<file path="config.mk">
export PLATFORM = sky130hd
export DESIGN_NAME = bin2bcd_ctrl
export DESIGN_NICKNAME = d
export VERILOG_FILES = /design/src/rtl/b2b_pkg.sv /design/src/rtl/b2b_add3.sv /design/src/rtl/bin2bcd_ctrl.sv
export SDC_FILE = /design/constraint.sdc
export NUM_CORES = 1
export LEC_CHECK = 0
export CAP_MARGIN = 30
export CORE_MARGIN = 4
export CORE_UTILIZATION = 40
export DETAILED_ROUTE_END_ITERATION = 12
export HOLD_SLACK_MARGIN = 0.03
export PLACE_DENSITY = 0.86
export SYNTH_ARGS = -nofsm -noshare
export SYNTH_HDL_FRONTEND = slang
export SYNTH_SLANG_ARGS = --single-unit
</file>
<file path="constraint.sdc">
create_clock -name clock -period 2.25 [get_ports clock]
set_input_delay 0.45 -clock clock [delete_from_list [all_inputs] [get_ports clock]]
set_output_delay 0.45 -clock clock [all_outputs]
set_load 0.05 [all_outputs]
</file>
<file path="src/rtl/b2b_pkg.sv">
// rtl/b2b_pkg.sv - shared constants and state encoding for the bin2bcd controller and shift register
package b2b_pkg;

  localparam int B2B_BIN_W  = 16;
  localparam int B2B_DIGITS = 5;

  typedef enum logic [2:0] {
    ST_IDLE    = 3'd0,
    ST_LOAD    = 3'd1,
    ST_CORRECT = 3'd2,
    ST_SHIFT   = 3'd3,
    ST_DONE    = 3'd4
  } b2b_state_e;

  function automatic logic b2b_ge5(input logic [3:0] v);
    return v >= 4'd5;
  endfunction

endpackage

</file>
<file path="src/rtl/b2b_add3.sv">
// rtl/b2b_add3.sv - double-dabble add-3 correction of one BCD digit
module b2b_add3
  import b2b_pkg::*;
(
  input  logic [3:0] digit_i,
  output logic [3:0] digit_o,
  output logic       ge5_o
);

  assign ge5_o   = b2b_ge5(digit_i);
  // Wraps modulo 16, matching per-digit arithmetic of the downstream register.
  assign digit_o = ge5_o ? digit_i + 4'd3 : digit_i;

endmodule

</file>
<file path="src/rtl/bin2bcd_ctrl.sv">
// rtl/bin2bcd_ctrl.sv - sequencing controller for a shift-add-3 binary-to-BCD converter
// Define B2B_RESTART_EN to let start restart a conversion from CORRECT or SHIFT.
module bin2bcd_ctrl
  import b2b_pkg::*;
#(
  parameter int BIN_W  = B2B_BIN_W,
  parameter int DIGITS = B2B_DIGITS
) (
  input  logic                  clock,
  input  logic                  reset,
  input  logic                  start,
  input  logic [4*DIGITS-1:0]   bcd_in,
  output logic                  reset_load,
  output logic                  shift_enable,
  output logic [DIGITS-1:0]     load_select,
  output logic [4*DIGITS-1:0]   corr_data,
  output logic                  busy,
  output logic                  done
);

  localparam int                CNT_W    = (BIN_W > 1) ? $clog2(BIN_W) : 1;
  localparam logic [CNT_W-1:0]  LAST_CNT = CNT_W'(BIN_W - 1);

  b2b_state_e       state_q, state_d;
  logic [CNT_W-1:0] cnt_q, cnt_d;
  logic [DIGITS-1:0] ge5;

  for (genvar d = 0; d < DIGITS; d++) begin : g_digit
    b2b_add3 u_add3 (
      .digit_i (bcd_in[4*d +: 4]),
      .digit_o (corr_data[4*d +: 4]),
      .ge5_o   (ge5[d])
    );
  end

  always_ff @(posedge clock or posedge reset) begin
    if (reset) begin
      state_q <= ST_IDLE;
      cnt_q   <= '0;
    end else begin
      state_q <= state_d;
      cnt_q   <= cnt_d;
    end
  end

  // Outputs decode only the registered state so they hold steady until the falling-edge capture.
  always_comb begin
    state_d      = state_q;
    cnt_d        = cnt_q;
    reset_load   = 1'b0;
    shift_enable = 1'b0;
    load_select  = '0;
    busy         = 1'b0;
    done         = 1'b0;
    case (state_q)
      ST_IDLE: begin
        if (start) state_d = ST_LOAD;
      end
      ST_LOAD: begin
        reset_load = 1'b1;
        busy       = 1'b1;
        cnt_d      = '0;
        state_d    = ST_CORRECT;
      end
      ST_CORRECT: begin
        busy        = 1'b1;
        load_select = ge5;
        state_d     = ST_SHIFT;
`ifdef B2B_RESTART_EN
        if (start) state_d = ST_LOAD;
`endif
      end
      ST_SHIFT: begin
        shift_enable = 1'b1;
        busy         = 1'b1;
        cnt_d        = cnt_q + CNT_W'(1);
        state_d      = (cnt_q == LAST_CNT) ? ST_DONE : ST_CORRECT;
`ifdef B2B_RESTART_EN
        if (start) state_d = ST_LOAD;
`endif
      end
      ST_DONE: begin
        done    = 1'b1;
        state_d = ST_IDLE;
      end
      default: begin
        state_d = ST_IDLE;
      end
    endcase
  end

endmodule

</file>
==> results.md, run 1 <==
* Avg Synthesized Cell Area at about 7.3 µm²
* Clock H-tree levels at 1
* I/O pins at 52
* Most instantiated flip-flop cell in the synthesis netlist: sky130_fd_sc_hd__dfrtp_1
* Maximum number of pins on one net before global-route repair at 10
* Number of enable-type register cells in the synthesized netlist at 0
* Synthesis-stage register bit count at 7
* Number of distinct library cells after synthesis at 24
* Status: did not finish
* Share of Yosys cell area claimed by the top area cell type at 0.2006
* Synthesized area at between 800 and 900 µm²
* GRT repair_timing worst endpoint: corr_data[13]
* Halt Reason: [ERROR DPL-0038] Utilization greater than 100%, impossible to legalize
* Cts bufs inserted at 3
* Gate Count Post-Synth at roughly 120
* Kind of pin the worst path terminates on: output port
* Post-DP Area at between 0.0015 and 0.002 mm²
* Buffers from clock root to sink, at most at 2
* Sink Count at 7
* Master cell of the clock root buffer: sky130_fd_sc_hd__clkbuf_4
* Starting Density at 0.4319
* Stage at which the flow ended: global routing
* Fraction of synthesis flops using an asynchronous set or reset pin at 1.000
* Top-count cell post-synth: sky130_fd_sc_hd__nand2_1
* Y dimension of the die at ~55 µm
* Routability-driven placement congestion ratio at about 0.74
* Share of the yosys chip area belonging to registers at 0.2006
* Synth cell count leaders: sky130_fd_sc_hd__nand2_1, sky130_fd_sc_hd__nor2_1, sky130_fd_sc_hd__o21ai_0, sky130_fd_sc_hd__ha_1, sky130_fd_sc_hd__inv_1
* Placement Rows at 16
* Half-perimeter wire length after detailed placement at ~2700 µm
* Post-synth top area cell: sky130_fd_sc_hd__dfrtp_1
* Die X-Extent at 54.73 µm
* Main area contributors after synthesis: sky130_fd_sc_hd__dfrtp_1, sky130_fd_sc_hd__ha_1, sky130_fd_sc_hd__nand2_1
* Hold-fix buffers, CTS at 0
* Port-buffer cells at 51
* Warnings, synthesis at 0
* Synthesized Nets at 153
==> timing repair <==
item,in CTS
gates cloned,0
endpoints found under the setup margin,21
resized for setup,35
buffers inserted,2
pin swaps,6
==> kinds of logic after synthesis <==
kind of cell,Yosys count,share of synthesized area
fa+ha+maj,11,0.1576
buf+inv,12,0.06017
mux,6,0.07020
simple gates,58,0.3381
xor+xnor,5,0.05014
flops,7,0.2006
compound gates,20,0.1232
==> stage by stage <==
step / worst slack (ns) / setup TNS (ns) / std cells
3_3_place_gp: -0.2288 / -1.891 / 217
4_1_cts: 0.007019 / 0 / 223
3_5_place_dp: -0.3547 / -3.138 / 217
2_1_floorplan: 0.03393 / 0 / 119
==> run 2: changes to the inputs <==
--- a/config.mk
+++ b/config.mk
@@ -6,11 +6,10 @@
 export NUM_CORES = 1
 export LEC_CHECK = 0
 export CAP_MARGIN = 30
-export CORE_MARGIN = 4
-export CORE_UTILIZATION = 40
+export CORE_AREA = 4 4 65 67
 export DETAILED_ROUTE_END_ITERATION = 12
-export HOLD_SLACK_MARGIN = 0.03
-export PLACE_DENSITY = 0.86
+export DIE_AREA = 0 0 69 71
+export PLACE_DENSITY_LB_ADDON = 0.15
 export SYNTH_ARGS = -nofsm -noshare
 export SYNTH_HDL_FRONTEND = slang
 export SYNTH_SLANG_ARGS = --single-unit
==> results.md, run 2 <==
* Internal at around 0.76 mW
* Headroom to the max-slew limit at 0.8095
* Synthesized area at 873.3 µm² (unchanged)
* Maximum vdd drop at between 0.7 and 0.8 mV
* Switching Share at 0.5042
* Total overflow reported by the global router at 0
* Vias after detailed routing at 1069
* Highest-count cells in the layout ignoring fill and taps: sky130_fd_sc_hd__buf_4, sky130_fd_sc_hd__nand2_1, sky130_fd_sc_hd__buf_12
* Std-Cell Core Area at about 0.0036 mm²
* FF-to-FF path depth at 3
* Static leakage power at 0.9247 nW
* Clock network latency to the later pin of the worst-skew pair at 0.22 ns
* Post-DP Area at 0.001787 mm² (+1.3%)
* Share of the yosys chip area belonging to registers at 0.2006 (unchanged)
* Share of Yosys cell area claimed by the top area cell type at 0.2006 (unchanged)
* Number of DRC markers after the initial detailed-route iteration at 18
* Required time worst endpoint at approximately 1.8 ns
* Power per Cell Area at around 760 mW/mm²
* Final clock period utilization by the worst path at 0.9762
* Final Skew at between 0.0015 and 0.002 ns
* Maximum number of pins on one net before global-route repair at 10
* Area Growth Syn to Fin at 131.4%
* I/O pins at 52 (unchanged)
* Status: finished, final reports clean
* RSZ-0062 raised after global routing: yes
* Warnings, synthesis at 0 (unchanged)
* Global-route wire length before repair at 4988 µm
* Placement Rows at 22 (+6)
* Most instantiated flip-flop cell in the synthesis netlist: sky130_fd_sc_hd__dfrtp_1
* Non-filler cells in the finished layout at roughly 250
* Y dimension of the die at 71 µm (+30%)
* Total die area at between 0.004 and 0.005 mm²
* Vias per cell at ~4.4
* Initial antenna violation count at 0
* Type of element capturing the critical path: output pin
* Hold crit path type: input port to async pin
* Number of distinct library cells after synthesis at 24 (unchanged)
* Largest register by flop count: cnt_q
* Most common cell after layout, fill and taps aside: sky130_fd_sc_hd__buf_4
* TritonCTS clock tree: done
* Remaining antenna violation count at 0
* Port-buffer cells at 51 (unchanged)
* Hold-fix buffers, CTS at 0 (unchanged)
* Clock H-tree levels at 1 (unchanged)
* DRT Pass-1 Iters at 4
* Sw Pwr at slightly below 0.8 mW
* Starting Density at 0.2404 (-0.1916)
* Reg2Reg Setup Slack at 1.11 ns
* Main area contributors after synthesis: sky130_fd_sc_hd__dfrtp_1, sky130_fd_sc_hd__ha_1, sky130_fd_sc_hd__nand2_1
* Worst Path Max Fanout at 3
* Clock-pin slew on the worst setup and hold paths at ~0.040 ns
* Registers with the most flip-flops: cnt_q (4), state_q (3)
* Vias in the first global route at roughly 1000
* Fraction of power consumed by combinational cells at 0.727
* Buffers from clock root to sink, at most at 2 (unchanged)
* Total of max-cap violations at 0
* Final Hold Violating Endpoints at 0
* Number of enable-type register cells in the synthesized netlist at 0 (unchanged)
* Flip-flop count of the largest register after layout at 4
* Diode count at 0
* Sink Count at 7 (unchanged)
* Cts bufs inserted at 3 (unchanged)
* All-Layer GR Usage at 0.1232
* Routed length per instance at 12.14 µm
* Synthesized Nets at 153 (unchanged)
* Final WL at between 2000 and 3000 µm
* Routability-driven placement congestion ratio at 0.7389 (-0.48%)
* Post-route DRC violation count at 0
* Part of the power in registers at 0.159
* Fraction of synthesis flops using an asynchronous set or reset pin at 1.000 (unchanged)
* Type of origin of the critical path: input port
* Portion of total power attributed to the clock network at 0.114
* Synth cell count leaders: sky130_fd_sc_hd__nand2_1, sky130_fd_sc_hd__nor2_1, sky130_fd_sc_hd__o21ai_0, sky130_fd_sc_hd__ha_1, sky130_fd_sc_hd__inv_1
* Category of the critical setup timing path: input port to output pin
* Master cell of the clock root buffer: sky130_fd_sc_hd__clkbuf_8
* Reg2Reg Capture Point: state_q[2]
* Synthesis-stage register bit count at 7 (unchanged)
* FMAX at around 460 MHz
* Tmin final at ~2.2 ns
* Cell count after placement at 238 (+9.7%)
* Number of nets in the final layout at between 200 and 250
* Least-Margin Pin Slew at approximately 0.29 ns
* Origin of the critical flop-to-flop path: state_q[1]
* Avg Synthesized Cell Area at 7.339 µm² (unchanged)
* CP Data Arrival Time at between 1.5 and 2 ns
* Top-count cell post-synth: sky130_fd_sc_hd__nand2_1
* Gate Count Post-Synth at 119 (unchanged)
* Final std cell area, no fill at a little over 0.002 mm²
* Max-slew violations at 0
* Half-perimeter wire length after detailed placement at 2348 µm (-13%)
* Post-synth top area cell: sky130_fd_sc_hd__dfrtp_1
* Share of layout cells above drive strength 1 at 0.4467
* Count of endpoints failing setup in the final report at 0
* Die X-Extent at 69 µm (+26%)
run 2: cells by family (layout without fill, tap and decap cells):
kind of cell / count (synthesis) / after routing / synth area share
AO/OA/AOI/OAI: 20 / 20 / 0.1232
XOR/XNOR: 5 / 5 / 0.05014
adder cells (fa/ha/maj): 11 / 11 / 0.1576
buffers and inverters: 12 / 90 / 0.06017
flip-flops: 7 / 7 / 0.2006
multiplexers: 6 / 6 / 0.07020
AND/OR/NAND/NOR: 58 / 58 / 0.3381
run 2: layout make-up:
cell class	instances	area [µm²]
repair buffers	75	889.6
clock buffers	4	45.04
flip-flops and latches	7	175.2
multi-input cells	100	809.5
well taps	48	60.06
inverters	11	41.29
fillers	346	1613
run 2: critical path: stages:
cell and delay, ns:
sky130_fd_sc_hd__dlygate4sd2_1 0.26, sky130_fd_sc_hd__ha_1 0.20, sky130_fd_sc_hd__nand2b_4 0.14, sky130_fd_sc_hd__a21oi_1 0.13
sky130_fd_sc_hd__buf_4 0.15, sky130_fd_sc_hd__mux2i_4 0.25, sky130_fd_sc_hd__buf_12 0.16
run 2: per-layer routing:
layer | up-vias | wire length, µm | GRT usage
li1 | 548 | - | -
met1 | 487 | 1211 | 0.1437
met2 | 32 | 1589 | 0.2246
met3 | 2 | 165 | 0.02557
met4 | 0 | 8 | 0.03905
met5 | - | 0 | 0
run 2: through the flow:
stage / total power, mW / TNS (ns) / setup slack (ns) / hold WS, ns / util
6_report: 1.539 / 0 / 0.05354 / 0.4665 / 0.5561
3_5_place_dp: 1.319 / -2.775 / -0.2821 / 0.5063 / 0.4917
4_1_cts: 1.534 / 0 / 0.004006 / 0.4752 / 0.5320
2_1_floorplan: 0.8973 / 0 / 0.03393 / 0.2534 / -
3_3_place_gp: 1.302 / -2.296 / -0.2415 / 0.4954 / 0.4917
5_1_grt: 1.637 / -0.02211 / -0.01178 / 0.5021 / 0.5561
run 2: worst max-delay path by stage:
| stage | to | start | depth (start not counted) |
|---|---|---|---|
| after CTS | corr_data[9] | bcd_in[8] | 7 |
| after global placement | corr_data[5] | bcd_in[5] | 8 |
| after global routing | corr_data[13] | bcd_in[12] | 7 |
| after floorplan | corr_data[13] | bcd_in[13] | 5 |
| after detailed placement | corr_data[1] | bcd_in[1] | 8 |
| final | corr_data[13] | bcd_in[12] | 7 |
run 2: power by group through the flow:
stage	registers (mW)	logic (mW)	clock network, mW
CTS	0.244	1.11	0.181
floorplan	0.222	0.675	0
finish	0.245	1.12	0.175
global route	0.256	1.19	0.187
global placement	0.241	1.06	0
detailed placement	0.245	1.07	0
run 2: what timing repair did:
item	in CTS	in global routing
endpoints found under the setup margin	18	8
gates resized for setup	29	19
pin swaps	5	4
buffers inserted	1	2
Note: power is estimated with default switching activity, not from simulation.
